$ cat config.mk
export PLATFORM = sky130hd
export DESIGN_NAME = output_port_arbiter
export DESIGN_NICKNAME = d
export VERILOG_FILES = /design/src/rtl/router_arb_pkg.sv /design/src/rtl/rr_pick.sv /design/src/rtl/output_port_arbiter.sv
export SDC_FILE = /design/constraint.sdc
export NUM_CORES = 1
export LEC_CHECK = 0
export CORE_ASPECT_RATIO = 1.25
export CORE_UTILIZATION = 58
export CTS_BUF_LIST = sky130_fd_sc_hd__clkbuf_4
export CTS_CLUSTER_DIAMETER = 100
export CTS_CLUSTER_SIZE = 8
export DETAILED_ROUTE_END_ITERATION = 6
export PLACE_DENSITY_LB_ADDON = 0.12
export SYNTH_ARGS = -nofsm -noshare
export SYNTH_HDL_FRONTEND = slang
export SYNTH_HIERARCHICAL = 1
export SYNTH_SLANG_ARGS = --single-unit
$ cat constraint.sdc
create_clock -name clk -period 6.2 [get_ports clk]
set_input_delay 0.93 -clock clk [delete_from_list [all_inputs] [get_ports clk]]
set_output_delay 0.93 -clock clk [all_outputs]
set_load 0.02 [all_outputs]
$ cat src/rtl/router_arb_pkg.sv
// Shared types and sizing constants for the router output-port arbiters.
package router_arb_pkg;

  localparam int DEF_NUMBER_CHANNELS = 5;
  localparam int DEF_TIMEOUT_CYCLES  = 64;
  localparam int DEF_IDX_W           = $clog2(DEF_NUMBER_CHANNELS);

  typedef enum logic {
    IDLE  = 1'b0,
    GRANT = 1'b1
  } arb_state_t;

  // Width of a counter that must be able to hold the value 'cycles'.
  function automatic int tmo_width(input int cycles);
    return $clog2(cycles + 1);
  endfunction

endpackage

$ cat src/rtl/rr_pick.sv
// Round-robin pick: finds the first requester after ptr, wrapping modulo N.
// The request vector is doubled so the wrap becomes a plain lowest-bit
// search over the window ptr+1 .. ptr+N.
module rr_pick
  import router_arb_pkg::*;
#(
  parameter int N = DEF_NUMBER_CHANNELS,
  parameter int W = DEF_IDX_W
) (
  input  logic [N-1:0] req,
  input  logic [W-1:0] ptr,
  output logic         valid,
  output logic [W-1:0] sel,
  output logic [N-1:0] onehot
);

  logic [2*N-1:0] w_double;
  logic [2*N-1:0] w_mask;
  int             w_hit;
  int             w_idx;

  assign w_double = {req, req};

  // Masked priority encode over the doubled vector, folded back to a channel.
  always_comb begin
    // NOTE: every output gets a default before any conditional code, so no
    // path can leave a value unassigned and infer a latch.
    w_mask = '0;
    w_hit  = 0;
    valid  = 1'b0;
    onehot = '0;
    for (int j = 0; j < 2*N; j++) begin
      w_mask[j] = (j > int'(ptr)) && (j <= int'(ptr) + N);
    end
    // Scan downward so the lowest set bit in the window is the one kept.
    for (int j = 2*N-1; j >= 0; j--) begin
      if (w_double[j] && w_mask[j]) begin
        w_hit = j;
        valid = 1'b1;
      end
    end
    w_idx = (w_hit >= N) ? (w_hit - N) : w_hit;
    sel   = W'(w_idx);
    for (int k = 0; k < N; k++) begin
      onehot[k] = valid && (k == w_idx);
    end
  end

endmodule

$ cat src/rtl/output_port_arbiter.sv
// Output-port arbiter: round-robin grant that is locked for a whole burst
// and released one cycle after the granted channel's last beat is accepted.
// Optional stall watchdog enabled by defining ARB_TIMEOUT_EN.
module output_port_arbiter
  import router_arb_pkg::*;
#(
  parameter int NUMBER_CHANNELS = DEF_NUMBER_CHANNELS,
  parameter int IDX_W           = $clog2(NUMBER_CHANNELS),
  parameter int TIMEOUT_CYCLES  = DEF_TIMEOUT_CYCLES
) (
  input  logic                       clk,
  input  logic                       rst,
  input  logic [NUMBER_CHANNELS-1:0] req,
  input  logic [NUMBER_CHANNELS-1:0] last,
  input  logic                       ready,
  output logic [NUMBER_CHANNELS-1:0] gnt,
  output logic [NUMBER_CHANNELS-1:0] ack,
  output logic                       busy,
  output logic [IDX_W-1:0]           grant_idx,
  output logic                       timeout
);

  if (NUMBER_CHANNELS < 2 || TIMEOUT_CYCLES < 2) begin : g_param_check
    $error("output_port_arbiter: NUMBER_CHANNELS and TIMEOUT_CYCLES must be >= 2");
  end

  arb_state_t                 r_state, w_next_state;
  logic [NUMBER_CHANNELS-1:0] r_gnt, w_next_gnt;
  logic                       r_busy, w_next_busy;
  logic [IDX_W-1:0]           r_grant_idx, w_next_idx;
  logic [IDX_W-1:0]           r_ptr, w_next_ptr;

  logic                       w_pick_valid;
  logic [IDX_W-1:0]           w_pick_sel;
  logic [NUMBER_CHANNELS-1:0] w_pick_onehot;
  logic                       w_beat;
  logic                       w_last_beat;
  logic                       w_force_release;

  rr_pick #(
    .N (NUMBER_CHANNELS),
    .W (IDX_W)
  ) u_pick (
    .req    (req),
    .ptr    (r_ptr),
    .valid  (w_pick_valid),
    .sel    (w_pick_sel),
    .onehot (w_pick_onehot)
  );

  // Only the granted channel can see an accepted beat; at most one bit set.
  assign ack         = r_gnt & req & {NUMBER_CHANNELS{ready}};
  assign w_beat      = |ack;
  assign w_last_beat = |(ack & last);

`ifdef ARB_TIMEOUT_EN
  localparam int TMO_W = tmo_width(TIMEOUT_CYCLES);

  logic [TMO_W-1:0] r_tmo_cnt;
  logic             r_timeout;

  assign w_force_release = (r_state == GRANT) && !w_beat &&
                           (r_tmo_cnt == TMO_W'(TIMEOUT_CYCLES - 1));
  assign timeout = r_timeout;

  // Stall counter: counts granted cycles without a beat, cleared otherwise.
  always_ff @(posedge clk) begin
    if (rst) begin
      r_tmo_cnt <= '0;
      r_timeout <= 1'b0;
    end else begin
      r_timeout <= w_force_release;
      if (r_state != GRANT || w_beat || w_force_release) begin
        r_tmo_cnt <= '0;
      end else begin
        r_tmo_cnt <= r_tmo_cnt + TMO_W'(1);
      end
    end
  end
`else
  assign w_force_release = 1'b0;
  assign timeout         = 1'b0;
`endif

  // Next-state logic: grant from IDLE, release on last beat or watchdog.
  always_comb begin
    w_next_state = r_state;
    w_next_gnt   = r_gnt;
    w_next_busy  = r_busy;
    w_next_idx   = r_grant_idx;
    w_next_ptr   = r_ptr;
    unique case (r_state)
      IDLE: begin
        if (w_pick_valid) begin
          w_next_state = GRANT;
          w_next_gnt   = w_pick_onehot;
          w_next_busy  = 1'b1;
          w_next_idx   = w_pick_sel;
        end
      end
      GRANT: begin
        if (w_last_beat || w_force_release) begin
          w_next_state = IDLE;
          w_next_gnt   = '0;
          w_next_busy  = 1'b0;
          w_next_ptr   = r_grant_idx;
        end
      end
    endcase
  end

  // State register; pointer starts at the top so channel 0 wins first.
  always_ff @(posedge clk) begin
    // NOTE: non-blocking assignments here so every register samples the
    // values from before this edge, independent of statement order.
    if (rst) begin
      r_state     <= IDLE;
      r_gnt       <= '0;
      r_busy      <= 1'b0;
      r_grant_idx <= '0;
      r_ptr       <= IDX_W'(NUMBER_CHANNELS - 1);
    end else begin
      r_state     <= w_next_state;
      r_gnt       <= w_next_gnt;
      r_busy      <= w_next_busy;
      r_grant_idx <= w_next_idx;
      r_ptr       <= w_next_ptr;
    end
  end

  assign gnt       = r_gnt;
  assign busy      = r_busy;
  assign grant_idx = r_grant_idx;

endmodule

==> metrics.md <==
| Metric | Value |
|---|---|
| Critical path class | input pin to flop |
| Final instance area | 0.00166 mm² |
| CP Data Arrival Time | 4530 ps |
| Initial antenna violation count | 0 |
| Tightest Pin Transition | 989 ps |
| Number of nets with antenna violations after routing | 0 |
| Buf/Inv on CP | 2 |
| Class of the worst hold path | flop to flop |
| Clock skew | 2.31 ps |
| Clock Latency Late Sink | 290 ps |
| RSZ-0062 raised after global routing | no |
| Yosys reg bits | 13 |
| WL final | 3.54 mm |
| # IOs | 28 |
| Die height | 57.0 µm |
| Std cell rows | 19 |
| Finished Layout Cells | 219 |
| GR Util All Layers | 0.290 |
| DPL Wire Length | 2.79 mm |
| Number of synthesized flops with an enable pin | 0 |
| Fillcell total | 190 |
| CTS tree | yes |
| Tot Pwr | 229 µW |
| Final setup fails | 0 |
| Area delta synth->final | 18.4% |
| Share of cells above drive strength 1 | 0.165 |
| Pleak | 0.678 nW |
| Avg Inst Size Synth | 8.46 µm² |
| WL/cell | 16.2 µm |
| Kind of end point of the critical path | flop |
| H-tree depth | 1 |
| Buffers on Ports | 26 |
| Synth Instances | 166 |
| Min Tclk post-route | 4320 ps |
| Peak VDD IR | 0.000156 V |
| Critical Path Slowest Stage Cell | clkdlybuf4s50_1 |
| Max-slew headroom | 0.340 |
| Synth Flop Type | dfxtp_1 |
| CTS Buf Count | 3 |
| Max Cap Violations | 0 |
| Tcrit/Tclk final | 0.698 |
| Seq/Total Area, Yosys | 0.185 |
| First drt pass iteration count | 4 |
| Req. time, crit path | 6410 ps |
| CTS resizes | 0 |
| Crit path max-delay family | compound AO/OA/AOI/OAI gates |
| Cell Chain, Critical Path | clkdlybuf4s50_1 -> nor4b_4 -> a31oi_1 -> nand3_1 -> a21oi_1 -> a211oi_2 -> inv_1 -> ha_1 -> o31a_1 -> or4_1 -> a211oi_1 -> nand2_1 -> a311oi_2 |
| Gpl congestion | 0.983 |
| Asr flop ratio synth | 0 |
| Longest Clk Path Bufs | 2 |
| Fmax | 0.231 GHz |
| Largest net degree at the start of global routing | 16 |
| Clock transition at path regs | 90 ps |
| Vias in the first global route | 1284 |
| Placed inst area | 0.00164 mm² |
| Root Driver | clkbuf_4 |
| Number of hold buffers added after CTS | 0 |
| Setup Fix Bufs, Post-CTS | 0 |
| Via-to-Cell Ratio | 6.24 |
| YS warnings | 6 |
| Setup WS pre-CTS | 1620 ps |
| Setup ws final | 1880 ps |
| CP startpoint kind | input pin |
| # DRC | 0 |
| Pwr dens | 138 mW/mm² |
| Initial Utilization | 0.629 |
| Nets | 210 |
| CP Max Fanout | 7 |
| WHS | 546 ps |
| Unique masters post-synth | 50 |
| Iteration-0 DRC count of the detailed router | 54 |
| Hold Vio Cnt, Final | 0 |
| Final Core Density | 0.745 |
| Fin Setup TNS | 0 ps |
| Syn_nets | 187 |
| Cell Area, Synth | 0.00141 mm² |
| Core area | 0.00223 mm² |
| CTS Sinks | 13 |
| First-pass GRT wire length | 5.71 mm |
| Die ar. | 0.00262 mm² |
| Routed vias | 1366 |
| Slew Viols, Final | 0 |
| GRT Residual Overflow | 0 |
| Slowest stage delay, CP | 540 ps |
| Ant diodes | 0 |
| Die X-Extent | 46.0 µm |
| Placed cell count | 215 |
| Status | finished, final reports clean |
kinds of logic after synthesis:
kind of cell	count (synthesis)	share of synthesized area
other cells	1	0.00267
xor+xnor	1	0.00623
mux	9	0.0650
fa+ha+maj	8	0.0712
flops	13	0.185
compound gates	53	0.300
simple gates	60	0.287
buf+inv	21	0.0828
worst paths after layout:
check               start           end  slack, ps  depth (start not counted)
max                req[1]        gnt[3]       1880                         13
min          grant_idx[1]  grant_idx[1]        550                          2
max reg2reg      r_ptr[0]        gnt[3]       1980                         14
min reg2reg  grant_idx[1]  grant_idx[1]        550                          2
worst register-to-register path, cell delays in order, from the launching register on:
cell      delay (ps)
dfxtp_1          660
ha_1             240
ha_1             300
and2_1           200
o21ai_0          170
a22o_1           150
a21oi_1           70
a211oi_2         500
inv_1             90
ha_1             250
o31a_1           300
or4_1            450
a211oi_1         340
nand2_1          110
a311oi_2         300
layer usage:
| layer | global-route usage | vias to the layer above | wire, µm |
|---|---|---|---|
| met5 | 0 | - | 0 |
| met4 | 0.160 | 0 | 82 |
| met3 | 0.0190 | 7 | 135 |
| met2 | 0.475 | 47 | 1820 |
| met1 | 0.363 | 642 | 1500 |
| li1 | - | 670 | - |
cells in the mapped netlist (4+ instances only):
master / n / share of area
and3_1: 7 / 0.031
nand3_1: 4 / 0.014
inv_1: 10 / 0.027
o21ai_0: 7 / 0.025
nand2b_1: 5 / 0.022
nand2_1: 8 / 0.021
a311oi_2: 5 / 0.053
a21oi_1: 14 / 0.050
dfxtp_1: 13 / 0.19
nor2_1: 10 / 0.027
nor3_1: 4 / 0.014
a211oi_1: 4 / 0.021
ha_1: 8 / 0.071
nand4_2: 5 / 0.045
buf_6: 4 / 0.032
mux2i_1: 8 / 0.057
layout by cell type, fill, tap and decap left out, drive strengths merged, types with 5 or more instances in the layout:
master	n
a211oi	5
a21oi	14
a311oi	5
and3	7
clkdlybuf4s50	26
dfxtp	13
ha	8
inv	13
mux2i	8
nand2	8
nand2b	5
nand3	5
nand4	7
nor2	10
nor3	5
o21ai	8
flip-flops by register name, summed over array words and instances (netlist names):
name       flops
gnt            5
r_ptr          3
r_state        1
grant_idx      3
busy           1
power breakdown:
group | total, mW | leakage (nW) | internal (mW) | switching [mW]
combinational | 0.0800 | 0.554 | 0.0351 | 0.0449
clock | 0.0567 | 0.0177 | 0.0241 | 0.0327
sequential | 0.0921 | 0.106 | 0.0875 | 0.00461
total | 0.229 | 0.678 | 0.147 | 0.0821
final cells by class:
class	instances	area (µm²)	share of cell area
timing repair buffer	26	260	0.156
clock inverter	1	5.00	0.00301
clock buffer	3	22.5	0.0135
tap	31	38.8	0.0233
inverter	13	48.8	0.0293
multi-input combinational	132	1030	0.618
sequential	13	260	0.156
Note: power is estimated with default switching activity, not from simulation.
